`config.mk`:
```
export PLATFORM = sky130hd
export DESIGN_NAME = cpu_decode_flat
export DESIGN_NICKNAME = d
export VERILOG_FILES = /design/src/rtl/cpu_decode_if.sv /design/src/rtl/cpu_decode.sv /design/src/flat_wrapper.sv
export SDC_FILE = /design/constraint.sdc
export NUM_CORES = 2
export LEC_CHECK = 0
export CAP_MARGIN = 20
export CORE_MARGIN = 8
export CORE_UTILIZATION = 55
export DETAILED_ROUTE_END_ITERATION = 10
export PLACE_DENSITY = 0.86
export SYNTH_ARGS = -nofsm -noshare
export SYNTH_HDL_FRONTEND = slang
export SYNTH_SLANG_ARGS = --single-unit
```
`constraint.sdc`:
```
create_clock -name clk -period 31.7 [get_ports clk]
set_clock_uncertainty 0.2 [all_clocks]
set_input_delay 6.34 -clock clk [delete_from_list [all_inputs] [get_ports clk]]
set_output_delay 6.34 -clock clk [all_outputs]
set_load 0.01 [all_outputs]
```
`src/rtl/cpu_decode_if.sv`:
```
// Stage 1a -> 2a decode bundle: fetch inputs, writeback port, kill, and the
// registered 2a outputs toward execute.
interface cpu_decode_if;
    logic [47:0] instruction_1a;
    logic [31:0] pc_1a;
    logic        kill_4a;
    logic        wb_en_5a;
    logic [3:0]  wb_reg_5a;
    logic [31:0] wb_data_5a;
    logic        stall_2a;
    logic        valid_2a;
    logic [31:0] pc_2a;
    logic [5:0]  alu_op_2a;
    logic [31:0] a_val_2a;
    logic [31:0] b_val_2a;
    logic [31:0] d_val_2a;
    logic [31:0] imm_2a;
    logic [3:0]  rd_2a;
    logic        we_2a;
    logic        load_2a;
    logic        store_2a;
    logic        branch_2a;
    logic        illegal_2a;

    modport slave (
        input  instruction_1a, pc_1a, kill_4a, wb_en_5a, wb_reg_5a, wb_data_5a,
        output stall_2a, valid_2a, pc_2a, alu_op_2a, a_val_2a, b_val_2a, d_val_2a,
               imm_2a, rd_2a, we_2a, load_2a, store_2a, branch_2a, illegal_2a
    );

    modport master (
        output instruction_1a, pc_1a, kill_4a, wb_en_5a, wb_reg_5a, wb_data_5a,
        input  stall_2a, valid_2a, pc_2a, alu_op_2a, a_val_2a, b_val_2a, d_val_2a,
               imm_2a, rd_2a, we_2a, load_2a, store_2a, branch_2a, illegal_2a
    );
endinterface

```
`src/rtl/cpu_decode.sv`:
```
// Pipeline stage 2: decode, 16x32 register file read with writeback bypass,
// load-use stall generation and kill flush into the 2a register.
module cpu_decode (
    input  logic        clk,
    input  logic        rst,
    cpu_decode_if.slave bus
);
    logic [31:0] r_rf [16];

    logic        r_valid, r_we, r_load, r_store, r_branch, r_illegal;
    logic [31:0] r_pc, r_a, r_b, r_d, r_imm;
    logic [5:0]  r_op;
    logic [3:0]  r_rd;

    logic [7:0]  w_op;
    logic [3:0]  w_rd, w_ra, w_rb;
    logic [31:0] w_imm;
    logic        w_use_ra, w_use_rb, w_use_rd, w_b_imm;
    logic        w_we, w_ld, w_st, w_br, w_il;
    logic [31:0] w_a, w_rbv, w_d;
    logic        w_hazard, w_stall;

    assign w_op  = bus.instruction_1a[47:40];
    assign w_rd  = bus.instruction_1a[39:36];
    assign w_ra  = bus.instruction_1a[35:32];
    assign w_imm = bus.instruction_1a[31:0];
    assign w_rb  = w_imm[3:0];

    always_comb begin
        w_use_ra = 1'b0;
        w_use_rb = 1'b0;
        w_use_rd = 1'b0;
        w_b_imm  = 1'b1;
        w_we     = 1'b0;
        w_ld     = 1'b0;
        w_st     = 1'b0;
        w_br     = 1'b0;
        w_il     = 1'b0;
        case (w_op[7:6])
            2'b00: begin
                if (w_op != 8'h00) begin
                    w_use_ra = 1'b1;
                    w_use_rb = 1'b1;
                    w_we     = 1'b1;
                    w_b_imm  = 1'b0;
                end
            end
            2'b01: begin
                if (w_op == 8'h40) begin
                    w_use_ra = 1'b1;
                    w_we     = 1'b1;
                    w_ld     = 1'b1;
                end else if (w_op == 8'h41) begin
                    w_use_ra = 1'b1;
                    w_use_rd = 1'b1;
                    w_st     = 1'b1;
                end else begin
                    w_il     = 1'b1;
                end
            end
            2'b10: begin
                w_use_ra = 1'b1;
                w_we     = 1'b1;
            end
            default: begin
                w_use_ra = 1'b1;
                w_use_rd = 1'b1;
                w_br     = 1'b1;
            end
        endcase
    end

    // r0 is hardwired zero; a same-cycle writeback wins over the stored value
    function automatic logic [31:0] f_read(input logic [3:0] idx, input logic [31:0] rf_val,
                                           input logic en, input logic [3:0] widx,
                                           input logic [31:0] wdata);
        if (idx == 4'd0)
            return 32'd0;
        else if (en && (widx == idx))
            return wdata;
        else
            return rf_val;
    endfunction

    assign w_a   = f_read(w_ra, r_rf[w_ra], bus.wb_en_5a, bus.wb_reg_5a, bus.wb_data_5a);
    assign w_rbv = f_read(w_rb, r_rf[w_rb], bus.wb_en_5a, bus.wb_reg_5a, bus.wb_data_5a);
    assign w_d   = f_read(w_rd, r_rf[w_rd], bus.wb_en_5a, bus.wb_reg_5a, bus.wb_data_5a);

    assign w_hazard = (w_use_ra && (w_ra == r_rd)) ||
                      (w_use_rb && (w_rb == r_rd)) ||
                      (w_use_rd && (w_rd == r_rd));
    // kill masks the stall so fetch sees the redirect
    assign w_stall  = r_valid && r_load && (r_rd != 4'd0) && w_hazard && !bus.kill_4a;

    always_ff @(posedge clk or posedge rst) begin
        if (rst) begin
            for (int i = 0; i < 16; i++) r_rf[i] <= 32'd0;
        end else if (bus.wb_en_5a && (bus.wb_reg_5a != 4'd0)) begin
            r_rf[bus.wb_reg_5a] <= bus.wb_data_5a;
        end
    end

    always_ff @(posedge clk or posedge rst) begin
        if (rst) begin
            r_valid   <= 1'b0;
            r_we      <= 1'b0;
            r_load    <= 1'b0;
            r_store   <= 1'b0;
            r_branch  <= 1'b0;
            r_illegal <= 1'b0;
            r_pc      <= 32'd0;
            r_a       <= 32'd0;
            r_b       <= 32'd0;
            r_d       <= 32'd0;
            r_imm     <= 32'd0;
            r_op      <= 6'd0;
            r_rd      <= 4'd0;
        end else if (bus.kill_4a || w_stall) begin
            r_valid   <= 1'b0;
            r_we      <= 1'b0;
            r_load    <= 1'b0;
            r_store   <= 1'b0;
            r_branch  <= 1'b0;
            r_illegal <= 1'b0;
        end else begin
            r_valid   <= (w_op != 8'h00);
            r_we      <= w_we && (w_rd != 4'd0);
            r_load    <= w_ld;
            r_store   <= w_st;
            r_branch  <= w_br;
            r_illegal <= w_il;
            r_pc      <= bus.pc_1a;
            r_a       <= w_a;
            r_b       <= w_b_imm ? w_imm : w_rbv;
            r_d       <= w_d;
            r_imm     <= w_imm;
            r_op      <= w_op[5:0];
            r_rd      <= w_rd;
        end
    end

    assign bus.stall_2a   = w_stall;
    assign bus.valid_2a   = r_valid;
    assign bus.pc_2a      = r_pc;
    assign bus.alu_op_2a  = r_op;
    assign bus.a_val_2a   = r_a;
    assign bus.b_val_2a   = r_b;
    assign bus.d_val_2a   = r_d;
    assign bus.imm_2a     = r_imm;
    assign bus.rd_2a      = r_rd;
    assign bus.we_2a      = r_we;
    assign bus.load_2a    = r_load;
    assign bus.store_2a   = r_store;
    assign bus.branch_2a  = r_branch;
    assign bus.illegal_2a = r_illegal;
endmodule

```
`src/flat_wrapper.sv`:
```
// flat-port wrapper written by rule: the top's interface ports become plain ports
module cpu_decode_flat 
  (clk, rst, bus_instruction_1a, bus_pc_1a, bus_kill_4a, bus_wb_en_5a, bus_wb_reg_5a, bus_wb_data_5a, bus_stall_2a, bus_valid_2a, bus_pc_2a, bus_alu_op_2a, bus_a_val_2a, bus_b_val_2a, bus_d_val_2a, bus_imm_2a, bus_rd_2a, bus_we_2a, bus_load_2a, bus_store_2a, bus_branch_2a, bus_illegal_2a);
  cpu_decode_if bus_i ();
  input  logic clk;
  input  logic rst;
  input wire logic [$bits(bus_i.instruction_1a)-1:0] bus_instruction_1a;
  input wire logic [$bits(bus_i.pc_1a)-1:0] bus_pc_1a;
  input wire logic [$bits(bus_i.kill_4a)-1:0] bus_kill_4a;
  input wire logic [$bits(bus_i.wb_en_5a)-1:0] bus_wb_en_5a;
  input wire logic [$bits(bus_i.wb_reg_5a)-1:0] bus_wb_reg_5a;
  input wire logic [$bits(bus_i.wb_data_5a)-1:0] bus_wb_data_5a;
  output wire logic [$bits(bus_i.stall_2a)-1:0] bus_stall_2a;
  output wire logic [$bits(bus_i.valid_2a)-1:0] bus_valid_2a;
  output wire logic [$bits(bus_i.pc_2a)-1:0] bus_pc_2a;
  output wire logic [$bits(bus_i.alu_op_2a)-1:0] bus_alu_op_2a;
  output wire logic [$bits(bus_i.a_val_2a)-1:0] bus_a_val_2a;
  output wire logic [$bits(bus_i.b_val_2a)-1:0] bus_b_val_2a;
  output wire logic [$bits(bus_i.d_val_2a)-1:0] bus_d_val_2a;
  output wire logic [$bits(bus_i.imm_2a)-1:0] bus_imm_2a;
  output wire logic [$bits(bus_i.rd_2a)-1:0] bus_rd_2a;
  output wire logic [$bits(bus_i.we_2a)-1:0] bus_we_2a;
  output wire logic [$bits(bus_i.load_2a)-1:0] bus_load_2a;
  output wire logic [$bits(bus_i.store_2a)-1:0] bus_store_2a;
  output wire logic [$bits(bus_i.branch_2a)-1:0] bus_branch_2a;
  output wire logic [$bits(bus_i.illegal_2a)-1:0] bus_illegal_2a;
  assign bus_i.instruction_1a = bus_instruction_1a;
  assign bus_i.pc_1a = bus_pc_1a;
  assign bus_i.kill_4a = bus_kill_4a;
  assign bus_i.wb_en_5a = bus_wb_en_5a;
  assign bus_i.wb_reg_5a = bus_wb_reg_5a;
  assign bus_i.wb_data_5a = bus_wb_data_5a;
  assign bus_stall_2a = bus_i.stall_2a;
  assign bus_valid_2a = bus_i.valid_2a;
  assign bus_pc_2a = bus_i.pc_2a;
  assign bus_alu_op_2a = bus_i.alu_op_2a;
  assign bus_a_val_2a = bus_i.a_val_2a;
  assign bus_b_val_2a = bus_i.b_val_2a;
  assign bus_d_val_2a = bus_i.d_val_2a;
  assign bus_imm_2a = bus_i.imm_2a;
  assign bus_rd_2a = bus_i.rd_2a;
  assign bus_we_2a = bus_i.we_2a;
  assign bus_load_2a = bus_i.load_2a;
  assign bus_store_2a = bus_i.store_2a;
  assign bus_branch_2a = bus_i.branch_2a;
  assign bus_illegal_2a = bus_i.illegal_2a;
  cpu_decode u_core (.clk(clk), .rst(rst), .bus(bus_i));
endmodule
```
== Yosys cells after proc, flatten, opt, wreduce, memory -nomap -nowiden ==
Cells that the tools add are included.

* Bits of input ports: 120
* Register bits after elaboration: 688

* Magnitude comparators: 5
* Eq/ne operators: 10
* Muxes and demuxes: 42
* Bitwise gates (word level): 4
* Reduce and logical (&&, ||, !) cells: 27

{| class="wikitable"
|+ Operator list
! operator !! number
|-
| 512-bit bitwise mux || 1
|-
| 32-bit two-way mux || 14
|-
| 32-bit binary-select mux with 4-bit select || 3
|-
| 32-bit demux with 4-bit select || 1
|-
| 4-bit == test || 6
|-
| 5-bit >= comparator, second input constant || 4
|-
| 1-bit two-way mux || 20
|-
| 4-bit inverter with 5-bit output || 4
|-
| 8-bit by 7-bit == test with 1-bit output, second input constant || 2
|-
| 1-bit logical AND || 13
|-
| 4-bit logical NOT || 3
|-
| 4-bit nonzero test || 3
|-
| 8-bit nonzero test || 1
|-
| 5-bit by 1-bit < comparator with 1-bit output, second input constant || 1
|-
| 1-bit case mux with 2 select lines || 2
|-
| 1-bit logical OR || 3
|-
| 1-bit case mux with 3 select lines || 1
|-
| 3-bit OR reduction || 1
|-
| 2-bit by 1-bit == test with 1-bit output, second input constant || 1
|-
| 2-bit == test, second input constant || 1
|-
| 2-bit logical NOT || 1
|-
| 2-bit OR reduction || 1
|-
| 1-bit logical NOT || 1
|}

== Logic depth before layout (Yosys ltp) ==
* Depth in word-level cells: 11
* Gate-level depth with buffers: 10

== Worst setup path before layout ==
OpenSTA, ideal clock, no wires.

* Path type: in2out
* From: input bus_instruction_1a[35]
* To: output bus_stall_2a
* Cell stages on the path: 7
* Setup slack: 17.457 ns
* Required time: 25.160 ns
* Data arrival time: 7.703 ns
* Path buffers: 1
* Cells stage by stage: buf_2 -> xor2_1 -> nor4_1 -> o21ai_1 -> a221oi_2 -> nor2_1 -> nor2_1

* Cells in the longest elaborated chain, start to end: 6

{| class="wikitable"
|+ Ends and longest elaborated chain
! item !! RTL line !! RTL
|-
| from (decl) || flat_wrapper.sv:7 || <nowiki>input wire logic [$bits(bus_i.instruction_1a)-1:0] bus_instruction_1a;</nowiki>
|-
| 4-bit == test || cpu_decode.sv:89 || <nowiki>assign w_hazard = (w_use_ra && (w_ra == r_rd)) ||</nowiki>
|-
| 1-bit logical AND || cpu_decode.sv:89 ||
|-
| 1-bit logical OR || cpu_decode.sv:89 ||
|-
| 1-bit logical OR || cpu_decode.sv:90 || <nowiki>(w_use_rb && (w_rb == r_rd)) ||</nowiki>
|-
| 1-bit logical AND (2 in series) || cpu_decode.sv:93 || <nowiki>assign w_stall = r_valid && r_load && (r_rd != 4'd0) && w_hazard && !bus.kill_4a;</nowiki>
|-
| to (decl) || flat_wrapper.sv:13 || <nowiki>output wire logic [$bits(bus_i.stall_2a)-1:0] bus_stall_2a;</nowiki>
|}

Every way passes these cells.

== Worst setup path in the final report ==
Same ends and word-level chain as after synthesis.

==> impl_metrics.yaml <==
run_status:
  status: "finished, final reports clean"
timing:
  finalHoldViolCount: 0
  tns_ns: 0
  finalSetupViolCount: 0
  fin_crit_ns: 16.33
  tightest_slew_ns: 1.22
  rsz0062_at_grt: "no"
  post-route-period-util_pct: 51.5
  maxSlewViolCount: 0
  fmax_mhz: 61.2
  slew_headroom_pct: 17.8
die:
  start_util_pct: 55.2
  core_area_sq_um: 69500
  io_pins: 297
  dieArea_sq_um: 78400
  die_w_um: 280
  fp.dieH_um: 280
  num_rows: 97
logic_synthesis:
  synth.area.top_cells: "dfrtp_1 (45%), mux4_2 (23%), mux2_2 (17%)"
  yosys.area.top_type_share_pct: 44.9
  async_flop_share_pct: 100
  syn_area_sq_um: 38400
  ys_types: 43
  syn_inst: 2611
  ys.flop_type: "dfrtp_1"
  synth.avg_cell_area_sq_um: 14.7
  synth_edf_count: 0
  yosysWarnings: 0
  synth_nets: 2731
  yosysTopAreaCell: "dfrtp_1"
  ys_seq_area_share_pct: 44.9
  synth_seq_cells: 688
drt:
  drt_iter0_drc: 3251
  vias_per_cell: 7.30
  drt_wl_total_mm: 123
  routedWlPerCell_um: 33.1
  drc: 0
  drt_pass1_iterations: 7
  vias: 27000
  postRouteAntennaNets: 0
cts:
  cts_resized: 0
  clk_pin_slew_ns: 0.05
  cts_inserted_buffers: 73
  postCtsSetupRepairBufs: 0
  holdBufCountCts: 0
  cts_tree: "built"
  cts_max_path_buffers: 3
  ctsHtreeMaxLevel: 3
  cts_root_buf: "clkbuf_16"
  clock_latency_ns: 0.64
  clock_sinks: 688
cells_and_area:
  fill_cells: 4727
  seq_area_sq_um: 17200
  drive_gt1_share_pct: 43.1
  layout.nets: 2831
  mostFrequentLayoutCell: "dfrtp_1"
  syn_to_final_growth_pct: 15.5
  fin_util_pct: 63.7
  multi_input_area_sq_um: 19900
  final_cell_mix: "dfrtp_1 (688), mux2_2 (588), mux4_2 (384)"
worst_setup_path:
  crit_type: "in -> out"
  critPathArrivalTime_ns: 9.79
  cp-end-kind: "output pin"
  path_max_fanout: 8
  timing.critical_path.from_type: "input port"
  rrSetupSlack_ns: 27.19
  crit_required_ns: 25.16
place:
  place_congestion: 0.879
  io_buffers: 296
  dp_hpwl_mm: 72.4
global_route:
  grt_first_pass_wirelength_mm: 184
  antenna_found_initial: 5
  overflow: 0
  grt_max_degree: 185
  track_usage_pct: 31.0
  grt_pass1_vias: 28700
power_and_ir_drop:
  power_leakage_nw: 17.8
  vdd_drop_max_mv: 0.0326
  powerDensity_nw_per_um2: 64.1
flow_run:
  drv_cap: 0
worst_hold_path:
  hold_class: "reg -> reg"
==> flip-flops by register name (all words and copies together), names as in the netlist, 4 cells and up <==
signal                flops
u_core.bus.imm_2a        32
u_core.bus.pc_2a         32
u_core.bus.d_val_2a      32
u_core.bus.rd_2a          4
u_core.bus.alu_op_2a      6
u_core.r_rf             512
u_core.bus.a_val_2a      32
u_core.bus.b_val_2a      32
==> final cells by class <==
class | instances | share of cell area, %
tap | 940 | 2.66
clock inverter | 20 | 0.672
clock buffer | 107 | 4.94
sequential | 688 | 38.9
multi-input combinational | 1590 | 44.9
timing repair buffer | 356 | 7.87
antenna | 4 | 0.0226
inverter | 2 | 0.0339
==> critical path, stage by stage <==
cell and delay [ns]:
clkdlybuf4s50_1 0.66, xor2_1 0.26, nor4_1 0.77, o21ai_1 0.23, a221oi_2 0.71, nor2_1 0.12, nor2_1 0.13, clkdlybuf4s50_1 0.56
==> per-layer routing <==
layer / vias up / share of wire (%) / GRT usage, %
met3: 489 / 13 / 10.7
met1: 14100 / 35 / 38.5
met2: 2055 / 47 / 48.2
met4: 2 / 5.6 / 15.8
li1: 10400 / - / -
met5: - / 0.011 / 0
==> final timing paths <==
check | startpoint | endpoint | cells after the start
worst max-delay path | bus_instruction_1a[35] | bus_stall_2a | 8
worst min-delay path | u_core.r_rf[501]$_DFFE_PP0P_ | u_core.r_rf[501]$_DFFE_PP0P_ | 0
worst max register to register | u_core.bus.rd_2a[1]$_DFFE_PP0N_ | u_core.bus.imm_2a[14]$_DFFE_PP0N_ | 7
worst min register to register | u_core.r_rf[501]$_DFFE_PP0P_ | u_core.r_rf[501]$_DFFE_PP0P_ | 0
max in group asynchronous | rst | u_core.r_rf[114]$_DFFE_PP0P_ | 5
min in group asynchronous | rst | u_core.bus.pc_2a[8]$_DFFE_PP0N_ | 2
==> report_power, final <==
group          leakage, nW  switching [mW]  internal, mW
Sequential            8.45           0.174          1.05
Combinational         8.09           0.276         0.436
Clock                 1.21           0.366         0.536
==> synthesized netlist by cell type (2+ instances only) <==
cell and count:
or3_1 3, o21ai_0 2, a32o_1 64, a21oi_1 36, xor2_1 17, nor4_2 2, clkbuf_1 173, a31oi_1 35
nor2_1 18, nor3b_1 2, a211oi_1 3, mux2i_1 65, nor4_1 5, buf_1 73, buf_4 9, buf_6 8
nor3_1 8, dfrtp_1 688, nor3_2 2, and2_1 2, o22a_1 62, buf_2 68, a22oi_1 94, mux4_2 384
nand3_1 7, xnor2_1 8, inv_1 2, nand2b_1 5, mux2_1 27, nand2_1 133, mux2_2 588, nor2b_1 6
nand3b_1 2
==> cell families after synthesis <==
| family | Yosys count | synth area share [%] |
|---|---|---|
| compound gates | 299 | 6.13 |
| xor+xnor | 25 | 0.571 |
| buf+inv | 333 | 3.73 |
| flops | 688 | 44.9 |
| mux | 1064 | 42.3 |
| simple gates | 202 | 2.39 |
==> through the flow <==
step	area [sq um]	total power [mW]	instances	hold slack, ns	setup slack (ns)
finish	44300	2.84	3707	0.220	15.37
global route	44300	2.94	3705	0.229	15.24
CTS	44200	2.83	3701	0.216	15.57
detailed placement	41700	1.93	3574	0.202	15.57
global placement	41700	1.88	3573	0.193	15.53
floorplan	38400	1.68	2611	0.258	5.87
No activity file was read; power rests on OpenSTA's default activity.
